<file path="src/rtl/alu_issue_stage_if.sv">
// ID/EX issue bus between the decode stage (master) and the ALU issue stage (slave).
interface alu_issue_stage_if #(
    parameter int WORD_WIDTH = 32,
    parameter int REG_ADDR_W = 5
);
    logic                          id_valid;
    logic                          stall;
    logic                          flush;
    logic [1:0]                    alu_op;
    logic [5:0]                    funct;
    logic                          alu_src;
    logic                          reg_dst;
    logic [WORD_WIDTH-1:0]         rs_data;
    logic [WORD_WIDTH-1:0]         rt_data;
    logic [WORD_WIDTH-1:0]         imm_ext;
    logic [REG_ADDR_W-1:0]         rt;
    logic [REG_ADDR_W-1:0]         rd;
    logic                          ex_valid;
    logic signed [WORD_WIDTH-1:0]  ex_a;
    logic signed [WORD_WIDTH-1:0]  ex_b;
    logic [3:0]                    ex_opcode;
    logic [REG_ADDR_W-1:0]         ex_dest;
    logic                          ex_illegal;

    modport master (
        output id_valid, stall, flush, alu_op, funct, alu_src, reg_dst,
               rs_data, rt_data, imm_ext, rt, rd,
        input  ex_valid, ex_a, ex_b, ex_opcode, ex_dest, ex_illegal
    );

    modport slave (
        input  id_valid, stall, flush, alu_op, funct, alu_src, reg_dst,
               rs_data, rt_data, imm_ext, rt, rd,
        output ex_valid, ex_a, ex_b, ex_opcode, ex_dest, ex_illegal
    );
endinterface

</file>
<file path="src/rtl/alu_issue_stage.sv">
// ID/EX stage feeding the execute ALU: opcode decode, operand/destination select, stall/flush.
// Optional SLT support is enabled by defining ALU_ISSUE_SLT_EN.
module alu_issue_stage #(
    parameter int WORD_WIDTH = 32,
    parameter int REG_ADDR_W = 5
) (
    input logic clk,
    input logic reset,
    alu_issue_stage_if.slave bus
);
    localparam logic [3:0] OP_AND = 4'b0000;
    localparam logic [3:0] OP_OR  = 4'b0001;
    localparam logic [3:0] OP_ADD = 4'b0010;
    localparam logic [3:0] OP_SUB = 4'b0110;
    localparam logic [3:0] OP_NOR = 4'b1100;
`ifdef ALU_ISSUE_SLT_EN
    localparam logic [3:0] OP_SLT = 4'b0111;
`endif

    // Returns {illegal, opcode}; unsupported R-type functs fall back to ADD.
    function automatic logic [4:0] f_decode(input logic [1:0] op, input logic [5:0] fn);
        logic [4:0] res;
        res = {1'b0, OP_ADD};
        case (op)
            2'b00: res = {1'b0, OP_ADD};
            2'b01: res = {1'b0, OP_SUB};
            2'b11: res = {1'b0, OP_OR};
            default: begin
                case (fn)
                    6'b100000, 6'b100001: res = {1'b0, OP_ADD};
                    6'b100010, 6'b100011: res = {1'b0, OP_SUB};
                    6'b100100:            res = {1'b0, OP_AND};
                    6'b100101:            res = {1'b0, OP_OR};
                    6'b100111:            res = {1'b0, OP_NOR};
`ifdef ALU_ISSUE_SLT_EN
                    6'b101010:            res = {1'b0, OP_SLT};
`endif
                    default:              res = {1'b1, OP_ADD};
                endcase
            end
        endcase
        return res;
    endfunction

    logic [4:0]                   w_dec_p0;
    logic signed [WORD_WIDTH-1:0] w_b_p0;
    logic [REG_ADDR_W-1:0]        w_dest_p0;

    always_comb begin
        w_dec_p0  = f_decode(bus.alu_op, bus.funct);
        w_b_p0    = bus.alu_src ? bus.imm_ext : bus.rt_data;
        w_dest_p0 = bus.reg_dst ? bus.rd : bus.rt;
    end

    // ---- p0 -> p1 register boundary; initial values are the bubble ----
    logic                         r_vld_p1     = 1'b0;
    logic signed [WORD_WIDTH-1:0] r_a_p1       = '0;
    logic signed [WORD_WIDTH-1:0] r_b_p1       = '0;
    logic [3:0]                   r_opcode_p1  = OP_ADD;
    logic [REG_ADDR_W-1:0]        r_dest_p1    = '0;
    logic                         r_illegal_p1 = 1'b0;

    always_ff @(posedge clk) begin
        if (reset || bus.flush || (!bus.stall && !bus.id_valid)) begin
            r_vld_p1     <= 1'b0;
            r_a_p1       <= '0;
            r_b_p1       <= '0;
            r_opcode_p1  <= OP_ADD;
            r_dest_p1    <= '0;
            r_illegal_p1 <= 1'b0;
        end else if (!bus.stall) begin
            r_vld_p1     <= 1'b1;
            r_a_p1       <= bus.rs_data;
            r_b_p1       <= w_b_p0;
            r_opcode_p1  <= w_dec_p0[3:0];
            r_dest_p1    <= w_dest_p0;
            r_illegal_p1 <= w_dec_p0[4];
        end
    end

    assign bus.ex_valid   = r_vld_p1;
    assign bus.ex_a       = r_a_p1;
    assign bus.ex_b       = r_b_p1;
    assign bus.ex_opcode  = r_opcode_p1;
    assign bus.ex_dest    = r_dest_p1;
    assign bus.ex_illegal = r_illegal_p1;
endmodule

</file>
<file path="src/flat_wrapper.sv">
// flat-port wrapper written by rule: the top's interface ports become plain ports
module alu_issue_stage_flat 
#(
    parameter int WORD_WIDTH = 32,
    parameter int REG_ADDR_W = 5
)
  (clk, reset, bus_id_valid, bus_stall, bus_flush, bus_alu_op, bus_funct, bus_alu_src, bus_reg_dst, bus_rs_data, bus_rt_data, bus_imm_ext, bus_rt, bus_rd, bus_ex_valid, bus_ex_a, bus_ex_b, bus_ex_opcode, bus_ex_dest, bus_ex_illegal);
  alu_issue_stage_if #(.WORD_WIDTH(WORD_WIDTH), .REG_ADDR_W(REG_ADDR_W)) bus_i ();
  input logic clk;
  input logic reset;
  input wire logic [$bits(bus_i.id_valid)-1:0] bus_id_valid;
  input wire logic [$bits(bus_i.stall)-1:0] bus_stall;
  input wire logic [$bits(bus_i.flush)-1:0] bus_flush;
  input wire logic [$bits(bus_i.alu_op)-1:0] bus_alu_op;
  input wire logic [$bits(bus_i.funct)-1:0] bus_funct;
  input wire logic [$bits(bus_i.alu_src)-1:0] bus_alu_src;
  input wire logic [$bits(bus_i.reg_dst)-1:0] bus_reg_dst;
  input wire logic [$bits(bus_i.rs_data)-1:0] bus_rs_data;
  input wire logic [$bits(bus_i.rt_data)-1:0] bus_rt_data;
  input wire logic [$bits(bus_i.imm_ext)-1:0] bus_imm_ext;
  input wire logic [$bits(bus_i.rt)-1:0] bus_rt;
  input wire logic [$bits(bus_i.rd)-1:0] bus_rd;
  output wire logic [$bits(bus_i.ex_valid)-1:0] bus_ex_valid;
  output wire logic [$bits(bus_i.ex_a)-1:0] bus_ex_a;
  output wire logic [$bits(bus_i.ex_b)-1:0] bus_ex_b;
  output wire logic [$bits(bus_i.ex_opcode)-1:0] bus_ex_opcode;
  output wire logic [$bits(bus_i.ex_dest)-1:0] bus_ex_dest;
  output wire logic [$bits(bus_i.ex_illegal)-1:0] bus_ex_illegal;
  assign bus_i.id_valid = bus_id_valid;
  assign bus_i.stall = bus_stall;
  assign bus_i.flush = bus_flush;
  assign bus_i.alu_op = bus_alu_op;
  assign bus_i.funct = bus_funct;
  assign bus_i.alu_src = bus_alu_src;
  assign bus_i.reg_dst = bus_reg_dst;
  assign bus_i.rs_data = bus_rs_data;
  assign bus_i.rt_data = bus_rt_data;
  assign bus_i.imm_ext = bus_imm_ext;
  assign bus_i.rt = bus_rt;
  assign bus_i.rd = bus_rd;
  assign bus_ex_valid = bus_i.ex_valid;
  assign bus_ex_a = bus_i.ex_a;
  assign bus_ex_b = bus_i.ex_b;
  assign bus_ex_opcode = bus_i.ex_opcode;
  assign bus_ex_dest = bus_i.ex_dest;
  assign bus_ex_illegal = bus_i.ex_illegal;
  alu_issue_stage #(.WORD_WIDTH(WORD_WIDTH), .REG_ADDR_W(REG_ADDR_W)) u_core (.clk(clk), .reset(reset), .bus(bus_i));
endmodule
</file>
<file path="config.mk">
export PLATFORM = sky130hd
export DESIGN_NAME = alu_issue_stage_flat
export DESIGN_NICKNAME = d
export VERILOG_FILES = /design/src/rtl/alu_issue_stage_if.sv /design/src/rtl/alu_issue_stage.sv /design/src/flat_wrapper.sv
export SDC_FILE = /design/constraint.sdc
export NUM_CORES = 1
export LEC_CHECK = 0
export CAP_MARGIN = 25
export CELL_PAD_IN_SITES_DETAIL_PLACEMENT = 1
export CELL_PAD_IN_SITES_GLOBAL_PLACEMENT = 1
export CORE_AREA = 5 5 123 125
export CTS_CLUSTER_SIZE = 20
export DETAILED_ROUTE_END_ITERATION = 8
export DIE_AREA = 0 0 128 130
export GPL_TIMING_DRIVEN = 0
export PLACE_DENSITY_LB_ADDON = 0.1
export SLEW_MARGIN = 10
export SYNTH_ARGS = -nofsm -noshare
export SYNTH_HDL_FRONTEND = slang
export SYNTH_SLANG_ARGS = --single-unit
export TNS_END_PERCENT = 5
</file>
<file path="constraint.sdc">
create_clock -name clk -period 1.3 [get_ports clk]
set_clock_uncertainty 0.2 [all_clocks]
set_input_delay 0.26 -clock clk [delete_from_list [all_inputs] [get_ports clk]]
set_output_delay 0.26 -clock clk [all_outputs]
set_load 0.01 [all_outputs]
</file>
==> flow_metrics.env <==
export IMPL_drc_errors=0
export IMPL_initial_utilization_pct=24.5
export IMPL_diodes=0
export IMPL_status="complete, but fails checks"
export IMPL_min_period_over_period_pct=102
export IMPL_rows=43
export IMPL_worst_slew_pin_slew_ns=0.338
export IMPL_ctsHoldBuffers=0
export IMPL_clk_latency_ns=0.33
export IMPL_dp_final_hpwl_um=8760
export IMPL_ant_nets=0
export IMPL_synthToLayoutAreaGrowth_pct=72.1
export IMPL_die_w_um=128
export IMPL_synthTopCellsByArea="dfxtp_1, mux2i_1, mux2_4"
export IMPL_finalInstanceArea_sq_mm=0.00582
export IMPL_antenna_found_initial=0
export IMPL_worstSetupStartpointType="input port"
export IMPL_worst_slack_ns=-0.0317
export IMPL_fillCellCount=1565
export IMPL_synth_edff_count=0
export IMPL_drive_above_1_share_pct=38.6
export IMPL_clock_sinks=75
export IMPL_synth_avg_cell_area_sq_um=11.3
export IMPL_port_buffers=193
export IMPL_syn_area_sq_mm=0.00338
export IMPL_critPathRequiredTime_ns=1.33
export IMPL_cts_buffers=9
export IMPL_grt_start_max_net_pins=13
export IMPL_crit_arrival_ns=1.36
export IMPL_gr_total_overflow=0
export IMPL_hold_viol=0
export IMPL_nets=627
export IMPL_setup_viol=1
export IMPL_ys_seq_area_share_pct=44.4
export IMPL_leakage_nw=2.69
export IMPL_maxCapViolCount=0
export IMPL_dp_cells=673
export IMPL_wire_per_inst_um=15.9
export IMPL_period_minus_slack_ns=1.33
export IMPL_synthFlopType="dfxtp_1"
export IMPL_rsz0062_at_grt="yes"
export IMPL_clock_path_buffers=2
export IMPL_grtUsageTotal_pct=12.9
export IMPL_clkTransAtPathRegs_ns=0.05
export IMPL_cts_root_buffer="clkbuf_16"
export IMPL_slew_viol_final=0
export IMPL_dieArea_sq_mm=0.0166
export IMPL_path_class="in2reg"
export IMPL_dieHeight_um=130
export IMPL_pin_count=196
export IMPL_async_reset_ff_share_pct=0
export IMPL_ys_warnings_count=0
export IMPL_synthTopCellsByCount="dfxtp_1, nor2_1, mux2i_1"
export IMPL_h_tree_depth=3
export IMPL_yosys_area_top_type="dfxtp_1"
export IMPL_cp_max_fo=3
export IMPL_cts_tree="yes"
export IMPL_yosysUniqueCellTypes=25
export IMPL_fmax_mhz=751
export IMPL_ys_ff_latch=75
export IMPL_regArea_sq_mm=0.00155
export IMPL_drtIter0Drc=45
export IMPL_endpoint_kind="flip-flop"
export IMPL_violations="setup timing"
export IMPL_ir_worst_vdd_mv=0.677
export IMPL_netlist_area_leader_share_pct=44.4
export IMPL_core_area_sq_mm=0.0138
export IMPL_multi_input_area_sq_mm=0.00168
export IMPL_viasPerCell=4.25
export IMPL_gp_congestion=0.758
export IMPL_cellPowerDensity_mw_per_mm2=1130
export IMPL_place_worst_setup_slack_ns=-0.547
export IMPL_synth_nets=421
export IMPL_grt_pass1_wl_um=16600
export IMPL_dr_total_vias=2940
export IMPL_yosys_cell_count_top_type="dfxtp_1"
export IMPL_postSynthCellCount=300
export IMPL_grt_pass1_vias=3214
export IMPL_placed_cell_area_sq_mm=0.00554
export IMPL_hp_class="in2reg"
export IMPL_slew_limit_headroom_pct=77.5
export IMPL_wirelength_um=11000
export IMPL_first_pass_iters=4
export IMPL_stdcell_count=691
[layer usage]
metal	GRT usage (%)	up-vias	part of all wire, %
met4	3.56	0	1.2
met3	6.71	9	9.7
met5	0	-	0
met2	23.4	112	52
li1	-	1438	-
met1	13.1	1381	38
[placed cells by master (no fill, tap or decap), types with 4 or more instances in the layout]
cell and n:
nor2_1 70, bufinv_16 4, dfxtp_1 34, dfxtp_2 41, mux2_4 30, mux2_2 7, a21oi_1 4, clkbuf_16 9
dlymetal6s2s_1 5, buf_6 35, buf_4 10, buf_2 50, mux2i_1 69, clkdlybuf4s50_1 112
[per-stage QoR]
| step | util, % | TNS, ns | total power, W | hold WS (ns) |
|---|---|---|---|---|
| 2_1_floorplan | - | 0 | 0.00294 | 0.199 |
| 3_3_place_gp | 40.2 | -29.35 | 0.00352 | 0.244 |
| 3_5_place_dp | 40.2 | -30.54 | 0.00354 | 0.249 |
| 4_1_cts | 40.7 | -0.0736 | 0.00670 | 0.0872 |
| 5_1_grt | 42.2 | -0.623 | 0.00690 | 0.0839 |
| 6_report | 42.2 | -0.0317 | 0.00659 | 0.0769 |
[registers in the layout, summed over array words and instances (netlist names)]
name	count
u_core.bus.ex_dest	5
u_core.bus.ex_b	32
u_core.bus.ex_a	32
u_core.bus.ex_opcode	4
u_core.bus.ex_valid	1
u_core.bus.ex_illegal	1
[timing repair]
action	CTS	global route
gates cloned	0	0
setup endpoints to repair	128	104
pin swaps	1	5
setup buffers	0	2
gates resized for setup	321	66
[cells by family after synthesis]
kind of cell | synth area share [%]
flops | 44.4
compound gates | 2.74
simple gates | 10.2
mux | 36.1
buf+inv | 6.52
[path summary, 6_finish.rpt]
path                            cells past startpoint                    start                       to  slack (ns)
worst max-delay path                                4             bus_funct[1]    u_core.bus.ex_illegal       -0.03
worst min-delay path                                3             bus_funct[2]  u_core.bus.ex_opcode[3]        0.08
worst max register to register                      3  u_core.bus.ex_opcode[1]  u_core.bus.ex_opcode[1]        0.35
worst min register to register                      2      u_core.bus.ex_valid      u_core.bus.ex_valid        0.25
[power by group]
group / switching (W) / internal, W / total, W
Sequential: 0.0000343 / 0.00237 / 0.00241
Combinational: 0.000368 / 0.000686 / 0.00105
Clock: 0.000956 / 0.00218 / 0.00313
[cell type report]
| cell class | instances | share of cell area (%) |
|---|---|---|
| flip-flops and latches | 75 | 26.7 |
| clock buffers | 12 | 4.41 |
| well taps | 180 | 3.87 |
| plain buffers | 21 | 4.07 |
| inverters | 3 | 0.194 |
| multi-input cells | 201 | 28.9 |
| repair buffers | 195 | 29.8 |
| clock inverters | 4 | 2.07 |
[critical path: stages]
cell and delay, ns:
clkdlybuf4s50_1 0.49, inv_1 0.07, o31a_1 0.31, o31ai_1 0.23
Note: power is estimated with default switching activity, not from simulation.
